File: config.mk
export PLATFORM = sky130hd
export DESIGN_NAME = snoop_bus_arbiter_flat
export DESIGN_NICKNAME = d
export VERILOG_FILES = /design/src/rtl/snoop_bus_if.sv /design/src/rtl/snoop_bus_arbiter.sv /design/src/flat_wrapper.sv
export SDC_FILE = /design/constraint.sdc
export NUM_CORES = 1
export LEC_CHECK = 0
export CORE_UTILIZATION = 38
export DETAILED_ROUTE_END_ITERATION = 7
export PLACE_DENSITY_LB_ADDON = 0.15
export SETUP_SLACK_MARGIN = 0.05
export SYNTH_ARGS = -nofsm -noshare
export SYNTH_HDL_FRONTEND = slang
export SYNTH_SLANG_ARGS = --single-unit
export TNS_END_PERCENT = 100
File: constraint.sdc
create_clock -name clk -period 2.28 [get_ports clk]
set_input_delay 0.342 -clock clk [delete_from_list [all_inputs] [get_ports clk]]
set_output_delay 0.342 -clock clk [all_outputs]
set_load 0.005 [all_outputs]
File: src/rtl/snoop_bus_if.sv
// Snoop bus bundle: core requests, snoop responses and memory handshake on one side,
// arbiter grants and strobes on the other.
interface snoop_bus_if #(
    parameter int NUM_CORES = 4,
    parameter int ADDR_W    = 13
);
    localparam int IDX_W = $clog2(NUM_CORES);

    logic [NUM_CORES-1:0]        req_rd;
    logic [NUM_CORES-1:0]        req_wr;
    logic [NUM_CORES-1:0]        req_inv;
    logic [NUM_CORES*ADDR_W-1:0] req_addr;
    logic [NUM_CORES-1:0]        snoop_hit;
    logic [2*NUM_CORES-1:0]      snoop_state;
    logic                        mem_rdy;

    logic [NUM_CORES-1:0]        grant;
    logic [ADDR_W-1:0]           bus_addr;
    logic [NUM_CORES-1:0]        snoop;
    logic [NUM_CORES-1:0]        inv;
    logic                        fwd_valid;
    logic [IDX_W-1:0]            fwd_src;
    logic                        mem_re;
    logic                        mem_we;
    logic [NUM_CORES-1:0]        done;
    logic                        err;

    modport master (
        input  req_rd, req_wr, req_inv, req_addr, snoop_hit, snoop_state, mem_rdy,
        output grant, bus_addr, snoop, inv, fwd_valid, fwd_src, mem_re, mem_we, done, err
    );

    modport slave (
        output req_rd, req_wr, req_inv, req_addr, snoop_hit, snoop_state, mem_rdy,
        input  grant, bus_addr, snoop, inv, fwd_valid, fwd_src, mem_re, mem_we, done, err
    );
endinterface

File: src/rtl/snoop_bus_arbiter.sv
// Round-robin snoop bus arbiter: one transaction at a time, snoop/forward/memory/invalidate.
// Define SNOOP_BUS_TIMEOUT_EN to abort MEM_WAIT after MEM_TIMEOUT cycles with a sticky err.
module snoop_bus_arbiter #(
    parameter int NUM_CORES   = 4,
    parameter int ADDR_W      = 13,
    parameter int MEM_TIMEOUT = 15
) (
    input  logic        clk,
    input  logic        rst,
    snoop_bus_if.master bus
);
    localparam int IDX_W = $clog2(NUM_CORES);

    typedef enum logic [2:0] {IDLE, SNOOP, FWD, MEM_WAIT, INV, DONE} state_t;

    state_t               state, state_nxt;
    logic [IDX_W-1:0]     rr_ptr, owner, sup_q;
    logic                 op_wr, sup_mod_q;
    logic [ADDR_W-1:0]    addr_q;
    logic [NUM_CORES-1:0] any_req, owner_oh, hit_vec;
    logic                 win_found, sup_found, sup_mod, tmo;
    logic [IDX_W-1:0]     win_idx, sup_idx, cand_idx;
    logic [IDX_W:0]       cand;

    if (NUM_CORES < 2 || NUM_CORES > 8 || MEM_TIMEOUT < 1) begin : g_param_check
        $error("snoop_bus_arbiter: parameter out of range");
    end

    assign any_req = bus.req_rd | bus.req_wr | bus.req_inv;

    // Scan upward from the core just above the last owner, wrapping once.
    always_comb begin
        win_found = 1'b0;
        win_idx   = '0;
        cand      = '0;
        cand_idx  = '0;
        for (int k = 1; k <= NUM_CORES; k++) begin
            cand = {1'b0, rr_ptr} + (IDX_W+1)'(k);
            if (cand >= (IDX_W+1)'(NUM_CORES)) cand = cand - (IDX_W+1)'(NUM_CORES);
            cand_idx = cand[IDX_W-1:0];
            if (!win_found && any_req[cand_idx]) begin
                win_found = 1'b1;
                win_idx   = cand_idx;
            end
        end
    end

    always_comb begin
        owner_oh        = '0;
        owner_oh[owner] = 1'b1;
        hit_vec         = '0;
        for (int i = 0; i < NUM_CORES; i++)
            hit_vec[i] = bus.snoop_hit[i] && (bus.snoop_state[2*i +: 2] != 2'b00) && !owner_oh[i];
        sup_found = 1'b0;
        sup_idx   = '0;
        sup_mod   = 1'b0;
        for (int i = NUM_CORES-1; i >= 0; i--) begin
            if (hit_vec[i]) begin
                sup_found = 1'b1;
                sup_idx   = IDX_W'(i);
                sup_mod   = (bus.snoop_state[2*i +: 2] == 2'b10);
            end
        end
    end

    always_comb begin
        state_nxt     = state;
        bus.grant     = (state == IDLE) ? '0 : owner_oh;
        bus.snoop     = '0;
        bus.inv       = '0;
        bus.done      = '0;
        bus.fwd_valid = 1'b0;
        bus.fwd_src   = '0;
        bus.mem_re    = 1'b0;
        bus.mem_we    = 1'b0;
        case (state)
            IDLE: if (win_found) state_nxt = bus.req_inv[win_idx] ? INV : SNOOP;
            SNOOP: begin
                bus.snoop = ~owner_oh;
                if (op_wr) bus.inv = hit_vec;
                // A write only uses the forward path when a dirty copy must come back.
                if (sup_found && (!op_wr || sup_mod)) state_nxt = FWD;
                else                                  state_nxt = MEM_WAIT;
            end
            FWD: begin
                bus.fwd_valid = 1'b1;
                bus.fwd_src   = sup_q;
                bus.mem_we    = sup_mod_q;
                state_nxt     = DONE;
            end
            MEM_WAIT: begin
                bus.mem_re = 1'b1;
                if (bus.mem_rdy || tmo) state_nxt = DONE;
            end
            INV: begin
                bus.inv   = ~owner_oh;
                state_nxt = DONE;
            end
            DONE: begin
                bus.done  = owner_oh;
                state_nxt = IDLE;
            end
            default: state_nxt = IDLE;
        endcase
    end

    always_ff @(posedge clk or posedge rst) begin
        if (rst) begin
            state     <= IDLE;
            rr_ptr    <= IDX_W'(NUM_CORES-1);
            owner     <= '0;
            op_wr     <= 1'b0;
            addr_q    <= '0;
            sup_q     <= '0;
            sup_mod_q <= 1'b0;
        end else begin
            state <= state_nxt;
            if (state == IDLE && win_found) begin
                owner  <= win_idx;
                op_wr  <= bus.req_wr[win_idx];
                addr_q <= bus.req_addr[win_idx*ADDR_W +: ADDR_W];
            end
            if (state == SNOOP) begin
                sup_q     <= sup_idx;
                sup_mod_q <= sup_mod;
            end
            if (state == DONE) rr_ptr <= owner;
        end
    end

    assign bus.bus_addr = addr_q;

`ifdef SNOOP_BUS_TIMEOUT_EN
    localparam int CNT_W = $clog2(MEM_TIMEOUT + 1);
    logic [CNT_W-1:0] cnt;
    logic             err_q;

    assign tmo     = (state == MEM_WAIT) && !bus.mem_rdy && (cnt == CNT_W'(MEM_TIMEOUT - 1));
    assign bus.err = err_q;

    always_ff @(posedge clk or posedge rst) begin
        if (rst) begin
            cnt   <= '0;
            err_q <= 1'b0;
        end else begin
            cnt   <= (state == MEM_WAIT && state_nxt == MEM_WAIT) ? cnt + 1'b1 : '0;
            err_q <= err_q | tmo;
        end
    end
`else
    assign tmo     = 1'b0;
    assign bus.err = 1'b0;
`endif
endmodule

File: src/flat_wrapper.sv
// flat-port wrapper written by rule: the top's interface ports become plain ports
module snoop_bus_arbiter_flat 
#(
    parameter int NUM_CORES   = 4,
    parameter int ADDR_W      = 13,
    parameter int MEM_TIMEOUT = 15
)
  (clk, rst, bus_req_rd, bus_req_wr, bus_req_inv, bus_req_addr, bus_snoop_hit, bus_snoop_state, bus_mem_rdy, bus_grant, bus_bus_addr, bus_snoop, bus_inv, bus_fwd_valid, bus_fwd_src, bus_mem_re, bus_mem_we, bus_done, bus_err);
  snoop_bus_if #(.NUM_CORES(NUM_CORES), .ADDR_W(ADDR_W)) bus_i ();
  input  logic clk;
  input  logic rst;
  input wire logic [$bits(bus_i.req_rd)-1:0] bus_req_rd;
  input wire logic [$bits(bus_i.req_wr)-1:0] bus_req_wr;
  input wire logic [$bits(bus_i.req_inv)-1:0] bus_req_inv;
  input wire logic [$bits(bus_i.req_addr)-1:0] bus_req_addr;
  input wire logic [$bits(bus_i.snoop_hit)-1:0] bus_snoop_hit;
  input wire logic [$bits(bus_i.snoop_state)-1:0] bus_snoop_state;
  input wire logic [$bits(bus_i.mem_rdy)-1:0] bus_mem_rdy;
  output wire logic [$bits(bus_i.grant)-1:0] bus_grant;
  output wire logic [$bits(bus_i.bus_addr)-1:0] bus_bus_addr;
  output wire logic [$bits(bus_i.snoop)-1:0] bus_snoop;
  output wire logic [$bits(bus_i.inv)-1:0] bus_inv;
  output wire logic [$bits(bus_i.fwd_valid)-1:0] bus_fwd_valid;
  output wire logic [$bits(bus_i.fwd_src)-1:0] bus_fwd_src;
  output wire logic [$bits(bus_i.mem_re)-1:0] bus_mem_re;
  output wire logic [$bits(bus_i.mem_we)-1:0] bus_mem_we;
  output wire logic [$bits(bus_i.done)-1:0] bus_done;
  output wire logic [$bits(bus_i.err)-1:0] bus_err;
  assign bus_i.req_rd = bus_req_rd;
  assign bus_i.req_wr = bus_req_wr;
  assign bus_i.req_inv = bus_req_inv;
  assign bus_i.req_addr = bus_req_addr;
  assign bus_i.snoop_hit = bus_snoop_hit;
  assign bus_i.snoop_state = bus_snoop_state;
  assign bus_i.mem_rdy = bus_mem_rdy;
  assign bus_grant = bus_i.grant;
  assign bus_bus_addr = bus_i.bus_addr;
  assign bus_snoop = bus_i.snoop;
  assign bus_inv = bus_i.inv;
  assign bus_fwd_valid = bus_i.fwd_valid;
  assign bus_fwd_src = bus_i.fwd_src;
  assign bus_mem_re = bus_i.mem_re;
  assign bus_mem_we = bus_i.mem_we;
  assign bus_done = bus_i.done;
  assign bus_err = bus_i.err;
  snoop_bus_arbiter #(.NUM_CORES(NUM_CORES), .ADDR_W(ADDR_W), .MEM_TIMEOUT(MEM_TIMEOUT)) u_core (.clk(clk), .rst(rst), .bus(bus_i));
endmodule
# == After elaboration in Yosys (flattened, before gate mapping) ==
# Cells that the tools add are included.
# word_totals
out_inout_bits,35
regBits,24
# classes
reduce_logical,30
muxes,52
n_shift,1
n_bitwise,3
multipliers,1
n_eq_ne,11
n_addsub,8
n_lt_le_gt_ge,11
# ops
operator,n
$shiftx A52 B7 Y13,1
$mux W2,13
$mux W1,23
$lt A2 B3 Y1 const B,6
$mux W4,4
$logic_and A1 B1 Y1,14
$bmux W1 S2,6
$ge A3 B3 Y1 const B,4
$pmux W3 S4,1
$mux W3,3
$eq A2 B2 Y1 const B,4
$logic_not A1 Y1,8
$or A4 B4 Y4,2
$pmux W4 S2,1
$reduce_bool A2 Y1,4
$sub A2 B1 Y2 const B,4
$add A2 B2 Y3 const B,2
$eq A3 B2 Y1 const B,2
$eq A3 B3 Y1 const B,2
$mul A2 B4 Y6 const B,1
$not A4 Y4,1
$add A2 B1 Y3 const B,1
$add A2 B3 Y3 const B,1
$eq A3 B1 Y1 const B,1
other kinds (8),8

# == Depth between registers and ports, before layout ==
# Gate-level depths: netlist of run 1.
# logic_depth
depth_word,20
mapped_depth,7
ltp_nobuf,6

# == Worst setup path after synthesis of run 1 ==
# Ideal clock, no wire load.
# synth_timing
path_type,input to register
from,in bus_req_inv[0]
to,reg u_core.addr_q[10] (netlist: u_core.bus.bus_addr[10])
stages,7
arrival_ns,1.983
required_time_ns,2.206
path_slack_ns,0.223
setup_ns,0.074
cell_sequence,or3_1 > o41ai_1 > a21oi_1 > nor2_4 > buf_4 > mux2_2 > o21ai_2
# synth_between
elab_chain_len,15
# synth_lines
item,line,rtl
"start, declared",flat_wrapper.sv:14,input wire logic [$bits(bus_i.req_inv)-1:0] bus_req_inv;
$or A4 B4 Y4 (*),snoop_bus_arbiter.sv:29,assign any_req = bus.req_rd | bus.req_wr | bus.req_inv;
$bmux W1 S2,snoop_bus_arbiter.sv:41,if (!win_found && any_req[cand_idx]) begin
$mux W1 (not written as such),snoop_bus_arbiter.sv:41,
$mux W1,snoop_bus_arbiter.sv:41,
$logic_not A1 Y1,snoop_bus_arbiter.sv:41,
$logic_and A1 B1 Y1,snoop_bus_arbiter.sv:41,
$mux W1,snoop_bus_arbiter.sv:41,
$logic_not A1 Y1,snoop_bus_arbiter.sv:41,
$logic_and A1 B1 Y1,snoop_bus_arbiter.sv:41,
$mux W1,snoop_bus_arbiter.sv:41,
$logic_not A1 Y1,snoop_bus_arbiter.sv:41,
$logic_and A1 B1 Y1,snoop_bus_arbiter.sv:41,
$mux W2,snoop_bus_arbiter.sv:41,
$mul A2 B4 Y6,snoop_bus_arbiter.sv:121,addr_q <= bus.req_addr[win_idx*ADDR_W +: ADDR_W];
$shiftx A52 B7 Y13,snoop_bus_arbiter.sv:121,
"end signal, assigned",snoop_bus_arbiter.sv:121,
"end, declared",snoop_bus_arbiter.sv:19,logic [ADDR_W-1:0] addr_q;
# Mark *: on every way between the ends. The rest lies on a longest branch, timed or not. The select of a mux whose other input is x is not followed.
# A chain may end at the register's enable or synchronous reset.

# == Final worst setup path of run 1 ==
# layout_timing
from,reg u_core.state[1]
to,out bus_fwd_src[1]
# layout_between
elab_chain_len,2
# layout_lines
item,line,rtl
"start, declared",snoop_bus_arbiter.sv:16,"state_t state, state_nxt;"
"start signal, assigned",snoop_bus_arbiter.sv:117,state <= state_nxt;
$eq A3 B2 Y1,snoop_bus_arbiter.sv:76,case (state)
$mux W2,snoop_bus_arbiter.sv:76,
"end, declared",flat_wrapper.sv:24,output wire logic [$bits(bus_i.fwd_src)-1:0] bus_fwd_src;
# Every way passes these cells.

==> summary.md, run 1 <==
| Metric | Value |
|---|---|
| Status | `complete, no violations` |
| Endpoint class of the critical path | `primary output` |
| Internal Power | `0.00266 W` |
| Critical-path cell list | `inv_1, nor3_1, and2_1, clkdlybuf4s50_1` |
| Clock sink count | `24` |
| DR top layer | `met4` |
| Starting Density | `40.3%` |
| Top achievable clock speed | `455 MHz` |
| Max-cap violations | `0` |
| Register share of total power | `19.6%` |
| NetSw | `0.00172 W` |
| Arr. time, crit path | `1860 ps` |
| List of most frequent post-synthesis cells | `mux2i_1 (28), nand2_1 (28), dfrtp_1 (22), nor2_1 (20), mux2_2 (16)` |
| Final setup fails | `0` |
| Most common flop cell mapped by yosys | `dfrtp_1` |
| Io pins | `114` |
| FF/Latch Area | `604 um^2` |
| WL final | `5990 um` |
| Via density | `5.15` |
| Core area | `0.00482 mm^2` |
| Routed WL per cell | `14.3 um` |
| Met3 routed WL | `446 um` |
| Tcrit/Tclk final | `96.4%` |
| PwrDens | `1230 mW/mm^2` |
| Met2 WL post-DR | `3160 um` |
| Mapped Cells | `217` |
| Static Leak | `1.52 nW` |
| Critical-path top delay cell | `clkdlybuf4s50_1` |
| Leading area contributor after synthesis | `dfrtp_1` |
| Synth top area share | `28.3%` |
| Synth-to-Final Area Change | `82.7%` |
| Share of flip-flops with an asynchronous set or reset | `100%` |
| EDFF count, synth | `0` |
| Worst clock skew | `1.19 ps` |
| Fill count | `398` |
| Bufs on Longest Clock Path | `2` |
| Combinational share of power | `74.3%` |
| First-pass GRT wire length | `8910 um` |
| Number of CTS-inserted buffers | `3` |
| Hold slack | `417 ps` |
| Antenna-violating nets left | `0` |
| Synth Warn # | `0` |
| Die width | `73.5 um` |
| Utilization after layout | `73.7%` |
| Routed via count | `2159` |
| Post-Syn Area | `0.00194 mm^2` |
| Shortest period the worst path allows | `2200 ps` |
| Syn_nets | `296` |
| Hold Path Class | `primary input to async pin` |
| Largest net degree at the start of global routing | `32` |
| RSZ-0062 raised after global routing | `yes` |
| Clk Latency, worst-skew pair | `270 ps` |
| Initial antenna violation count | `0` |
| Buffers on Ports | `112` |
| Clock transition at the registers of the reported paths | `90 ps` |
| DR pass1 iterations | `4` |
| Hpwl dp | `4390 um` |
| Final-report hold violation count | `0` |
| Synth area leaders | `dfrtp_1 (28%), mux2i_1 (14%), mux2_2 (9.3%)` |
| Max-slew violations | `0` |
| H-tree depth | `1` |
| GRT Overall Usage | `21.2%` |
| Worst-margin pin slew | `470 ps` |
| Die Ht | `73.5 um` |
| Clock share of power | `6.1%` |
| Layout Cells excl Fill | `419` |
| Row cnt | `25` |
| Setup CP Type | `register to primary output` |
| Crit path max fanout | `7` |
| WP data required | `1940 ps` |
| Switch share | `39.2%` |
| CP peak stage delay | `490 ps` |
| Vias in the first global route | `2021` |
| Footprint of the multi-input gates | `0.00134 mm^2` |
| Starting DRC count in detailed routing | `106` |
| DRT met1 WL | `2330 um` |
| CTS tree | `yes` |
| Fin nets | `432` |
| Root Buffer | `clkbuf_8` |
| Register area share after synthesis | `31.0%` |
| Mapped Avg Cell Area | `8.95 um^2` |
| #FFs+latches synth | `24` |
| # diodes | `0` |
| Placed Cells | `409` |
| Gpl congestion | `0.876` |
| Netlist cell types | `45` |
| Residual DRC | `0` |
| VDD IR max | `0.000885 V` |
| Share of layout cells above drive strength 1 | `25.0%` |
| Gr ovfl total | `0` |
| Worst Reg-to-Reg Cells | `8` |
| Max_slew headroom | `67.9%` |
| Startpoint types | `register` |
| Die area | `0.00540 mm^2` |
[final timing paths]
path	from	endpoint	slack, ps
worst max register to register	u_core.rr_ptr[1]	u_core.state[2]	240
worst max-delay path	u_core.state[1]	bus_fwd_src[1]	80
max in group asynchronous	rst	u_core.rr_ptr[1]	1560
min in group clk	u_core.sup_q[0]	u_core.sup_q[0]	470
worst min-delay path	rst	u_core.sup_mod_q	420
worst min register to register	u_core.sup_q[0]	u_core.sup_q[0]	470
[worst max-delay path: cells and delay by family (launching register included)]
kind	cells	cell delay (ps)
AND/OR/NAND/NOR	2	510
flip-flops	1	430
buffers and inverters	2	650
[kinds of logic after synthesis]
kind of cell           Yosys count  share of synthesized area [%]
multiplexers                    45                           24.5
buffers and inverters           15                           4.89
other                            1                          0.193
AND/OR/NAND/NOR                 83                           20.8
flip-flops                      24                           31.0
AO/OA/AOI/OAI                   49                           18.6
[cell usage in the layout (no fill, tap or decap), drive strengths merged, types with 2 or more instances in the layout]
master	netlist	layout
buf	8	28
nor2b	4	4
nor3	8	8
nand3	4	4
clkbuf	4	7
or3	2	2
o22ai	3	3
dlymetal6s2s	0	4
a2111oi	2	2
clkdlybuf4s50	0	108
a211oi	2	2
dfrtp	22	22
nor2	21	21
and2	5	5
mux2	17	17
nand4b	2	2
inv	3	3
dfstp	2	2
nand2b	5	5
a31oi	2	2
nand2	28	28
a21oi	4	4
o221ai	2	2
mux2i	28	28
o21ai	24	24
[sequential cells by signal, indices dropped and copies added (netlist names)]
signal and count:
u_core.bus.bus_addr 13, u_core.op_wr 1, u_core.owner 2, u_core.rr_ptr 2
u_core.state 3, u_core.sup_mod_q 1, u_core.sup_q 2
[layer usage]
layer	GRT usage [%]	vias up
li1	-	1067
met1	24.0	993
met2	39.0	93
met3	5.62	6
met4	5.13	0
met5	0	-
[power groups by stage]
stage	Combinational [W]	Clock [W]	Sequential, W
3_3_place_gp	0.00282	0	0.000839
6_report	0.00325	0.000269	0.000857
2_1_floorplan	0.00180	0	0.000791
3_5_place_dp	0.00287	0	0.000844
4_1_cts	0.00290	0.000277	0.000847
5_1_grt	0.00352	0.000295	0.000891
[layout make-up]
cell class | count | area share [%]
timing repair buffer | 143 | 41.4
multi-input combinational | 178 | 37.6
sequential | 24 | 17.0
tap | 67 | 2.36
clock buffer | 4 | 1.27
inverter | 3 | 0.317
[through the flow]
step | setup TNS (ps) | worst slack, ps | cell area (um^2) | total power (W)
after global placement | -3760 | -277 | 3300 | 0.00366
after CTS | 0 | 43.4 | 3360 | 0.00402
after floorplan | 0 | 223 | 1940 | 0.00259
final | 0 | 81.9 | 3550 | 0.00438
after detailed placement | -4070 | -300 | 3300 | 0.00371
after global routing | -156 | -48.1 | 3550 | 0.00470
[timing repair]
item,CTS,global route
cloned,0,4
buffers inserted,0,2
pin swaps,2,7
hold buffers,0,0
resized for setup,5,17
setup endpoints to repair,15,30
(Power assumes the default switching activity.)
==> run 2, diff against run 1 <==
--- a/config.mk
+++ b/config.mk
@@ -5,6 +5,7 @@
 export SDC_FILE = /design/constraint.sdc
 export NUM_CORES = 1
 export LEC_CHECK = 0
+export ABC_AREA = 0
 export CORE_UTILIZATION = 38
 export DETAILED_ROUTE_END_ITERATION = 7
 export PLACE_DENSITY_LB_ADDON = 0.15
==> results of run 2 <==
Final layout, timing and power as in run 1 (identical DEF).
==> run 3, diff against run 2 <==
--- a/config.mk
+++ b/config.mk
@@ -10,6 +10,7 @@
 export DETAILED_ROUTE_END_ITERATION = 7
 export PLACE_DENSITY_LB_ADDON = 0.15
 export SETUP_SLACK_MARGIN = 0.05
+export SKIP_CTS_REPAIR_TIMING = 1
 export SYNTH_ARGS = -nofsm -noshare
 export SYNTH_HDL_FRONTEND = slang
 export SYNTH_SLANG_ARGS = --single-unit
==> summary.md, run 3 (synthesized netlist as in run 1, its figures left out) <==
| Metric | Value |
|---|---|
| Status | `complete, no violations` |
| Setup CP Type | `primary input to register` |
| Most frequent cells in the layout | `clkdlybuf4s50_1 (107), mux2i_1 (27), nand2_1 (27), buf_4 (24), dfrtp_1 (19)` |
| Finished Cell Area | `0.00355 mm^2` |
| RSZ-0062 raised after global routing | `yes` |
| Starting Density | `40.3%` |
| Footprint of the multi-input gates | `0.00138 mm^2` |
| Gpl congestion | `0.876` |
| WP data required | `2450 ps` |
| Shortest period the worst path allows | `2220 ps` |
| Max-slew violations | `0` |
| Layout Cells excl Fill | `417` |
| Residual DRC | `0` |
| Via density | `5.19` |
| Max_slew headroom | `67.3%` |
| Top Family by Delay on Critical Path | `compound AO/OA/AOI/OAI gates` |
| Routed via count | `2163` |
| Fill count | `396` |
| Initial antenna violation count | `0` |
| Die Ht | `73.5 um` |
| Starting DRC count in detailed routing | `105` |
| Buffers on Ports | `112` |
| Area after DPL | `0.00330 mm^2` |
| Top achievable clock speed | `451 MHz` |
| PwrDens | `1220 mW/mm^2` |
| WL final | `6010 um` |
| Setup TNS | `0 ps` |
| First-pass GRT wire length | `8850 um` |
| Antenna-violating nets left | `0` |
| Fin nets | `430` |
| CTS tree | `yes` |
| Row cnt | `25` |
| Die width | `73.5 um` |
| H-tree depth | `1` |
| Placed Cells | `409` |
| Bufs on Longest Clock Path | `2` |
| Commonest non-fill, non-tap cell in the layout | `clkdlybuf4s50_1` |
| Final-report hold violation count | `0` |
| Clock transition at the registers of the reported paths | `90 ps` |
| Hold slack | `413 ps` |
| FF/Latch Area | `607 um^2` |
| Crit path max fanout | `5` |
| Root Buffer | `clkbuf_8` |
| Max-cap violations | `0` |
| # diodes | `0` |
| Arr. time, crit path | `2380 ps` |
| Core area | `0.00482 mm^2` |
| Clock sink count | `24` |
| Worst-margin pin slew | `477 ps` |
| Hpwl dp | `4390 um` |
| Routed WL per cell | `14.4 um` |
| CP peak stage delay | `440 ps` |
| VDD IR max | `0.000909 V` |
| Endpoint class of the critical path | `register` |
| Gr ovfl total | `0` |
| DR pass1 iterations | `4` |
| Clk Latency, worst-skew pair | `270 ps` |
| GRT Overall Usage | `21.0%` |
| Worst clock skew | `3.06 ps` |
| Vias in the first global route | `1996` |
| Startpoint types | `primary input` |
| Final setup fails | `0` |
| Hold Path Class | `primary input to async pin` |
| Static Leak | `1.52 nW` |
| Critical-path top delay cell | `or3_4` |
| Synth-to-Final Area Change | `82.6%` |
| Critical-path cell list | `clkdlybuf4s50_1, or3_4, o41ai_2, a21oi_2, buf_4, o21ai_0, a22oi_2, a211o_1` |
| Largest net degree at the start of global routing | `32` |
| Io pins | `114` |
| Crit path buf inv count | `2` |
| Share of layout cells above drive strength 1 | `27.7%` |
| Die area | `0.00540 mm^2` |
| Largest register FFs | `13` |
| Tcrit/Tclk final | `97.2%` |
| Number of CTS-inserted buffers | `3` |
-- run 3: cell types whose count changed in the layout (fill, tap and decap cells not counted), sizes merged --
cell | before | now
clkdlybuf4s50 | 108 | 107
buf | 28 | 27
clkbuf | 7 | 6
dlymetal6s2s | 4 | 5
-- run 3: cell type report --
class | count | area share (%)
Clock buffer | 4 | 1.27
Multi-Input combinational cell | 178 | 38.8
Sequential cell | 24 | 17.1
Timing Repair Buffer | 141 | 40.1
Inverter | 3 | 0.317
Tap cell | 67 | 2.36
-- run 3: path summary, 6_finish.rpt --
| check | slack (ps) | start | endpoint | cells past startpoint |
|---|---|---|---|---|
| setup reg to reg | 200 | u_core.rr_ptr[1] | u_core.state[2] | 7 |
| hold reg to reg | 480 | u_core.sup_q[0] | u_core.sup_q[0] | 2 |
| setup / recovery | 60 | bus_req_inv[0] | u_core.state[2] | 8 |
| min in group clk | 480 | u_core.sup_q[0] | u_core.sup_q[0] | 2 |
| hold / removal | 410 | rst | u_core.sup_mod_q | 3 |
| max in group asynchronous | 1570 | rst | u_core.rr_ptr[1] | 3 |
-- run 3: stage by stage --
stage	total power [W]	setup WS (ps)	utilization, %
final	0.00432	63.6	73.7
after global routing	0.00464	1.04	73.7
after CTS	0.00399	-20.6	69.4
after detailed placement	0.00371	-300	68.5
after global placement	0.00366	-277	68.5
after floorplan	0.00259	223	-
-- run 3: worst reg2reg max path, cell delays in order (launching register included) --
cell and delay, ps:
dfstp_2 620, or2_2 150, o22ai_2 70, nor3_4 390, buf_4 190, a21boi_2 190
a22oi_2 80, a211o_1 270
-- run 3: power by group --
part | leakage, nW | internal [W] | switching (W) | total, W
clock network | 0.0228 | 0.000125 | 0.000149 | 0.000274
registers | 0.290 | 0.000662 | 0.000211 | 0.000874
logic | 1.20 | 0.00179 | 0.00138 | 0.00317
total | 1.52 | 0.00258 | 0.00174 | 0.00432
-- run 3: per-layer routing --
metal / up-vias / track usage [%] / wire length (um)
li1: 1059 / - / -
met1: 992 / 24.1 / 2340
met2: 101 / 38.9 / 3140
met3: 11 / 5.35 / 434
met4: 0 / 4.70 / 104
met5: - / 0 / 0
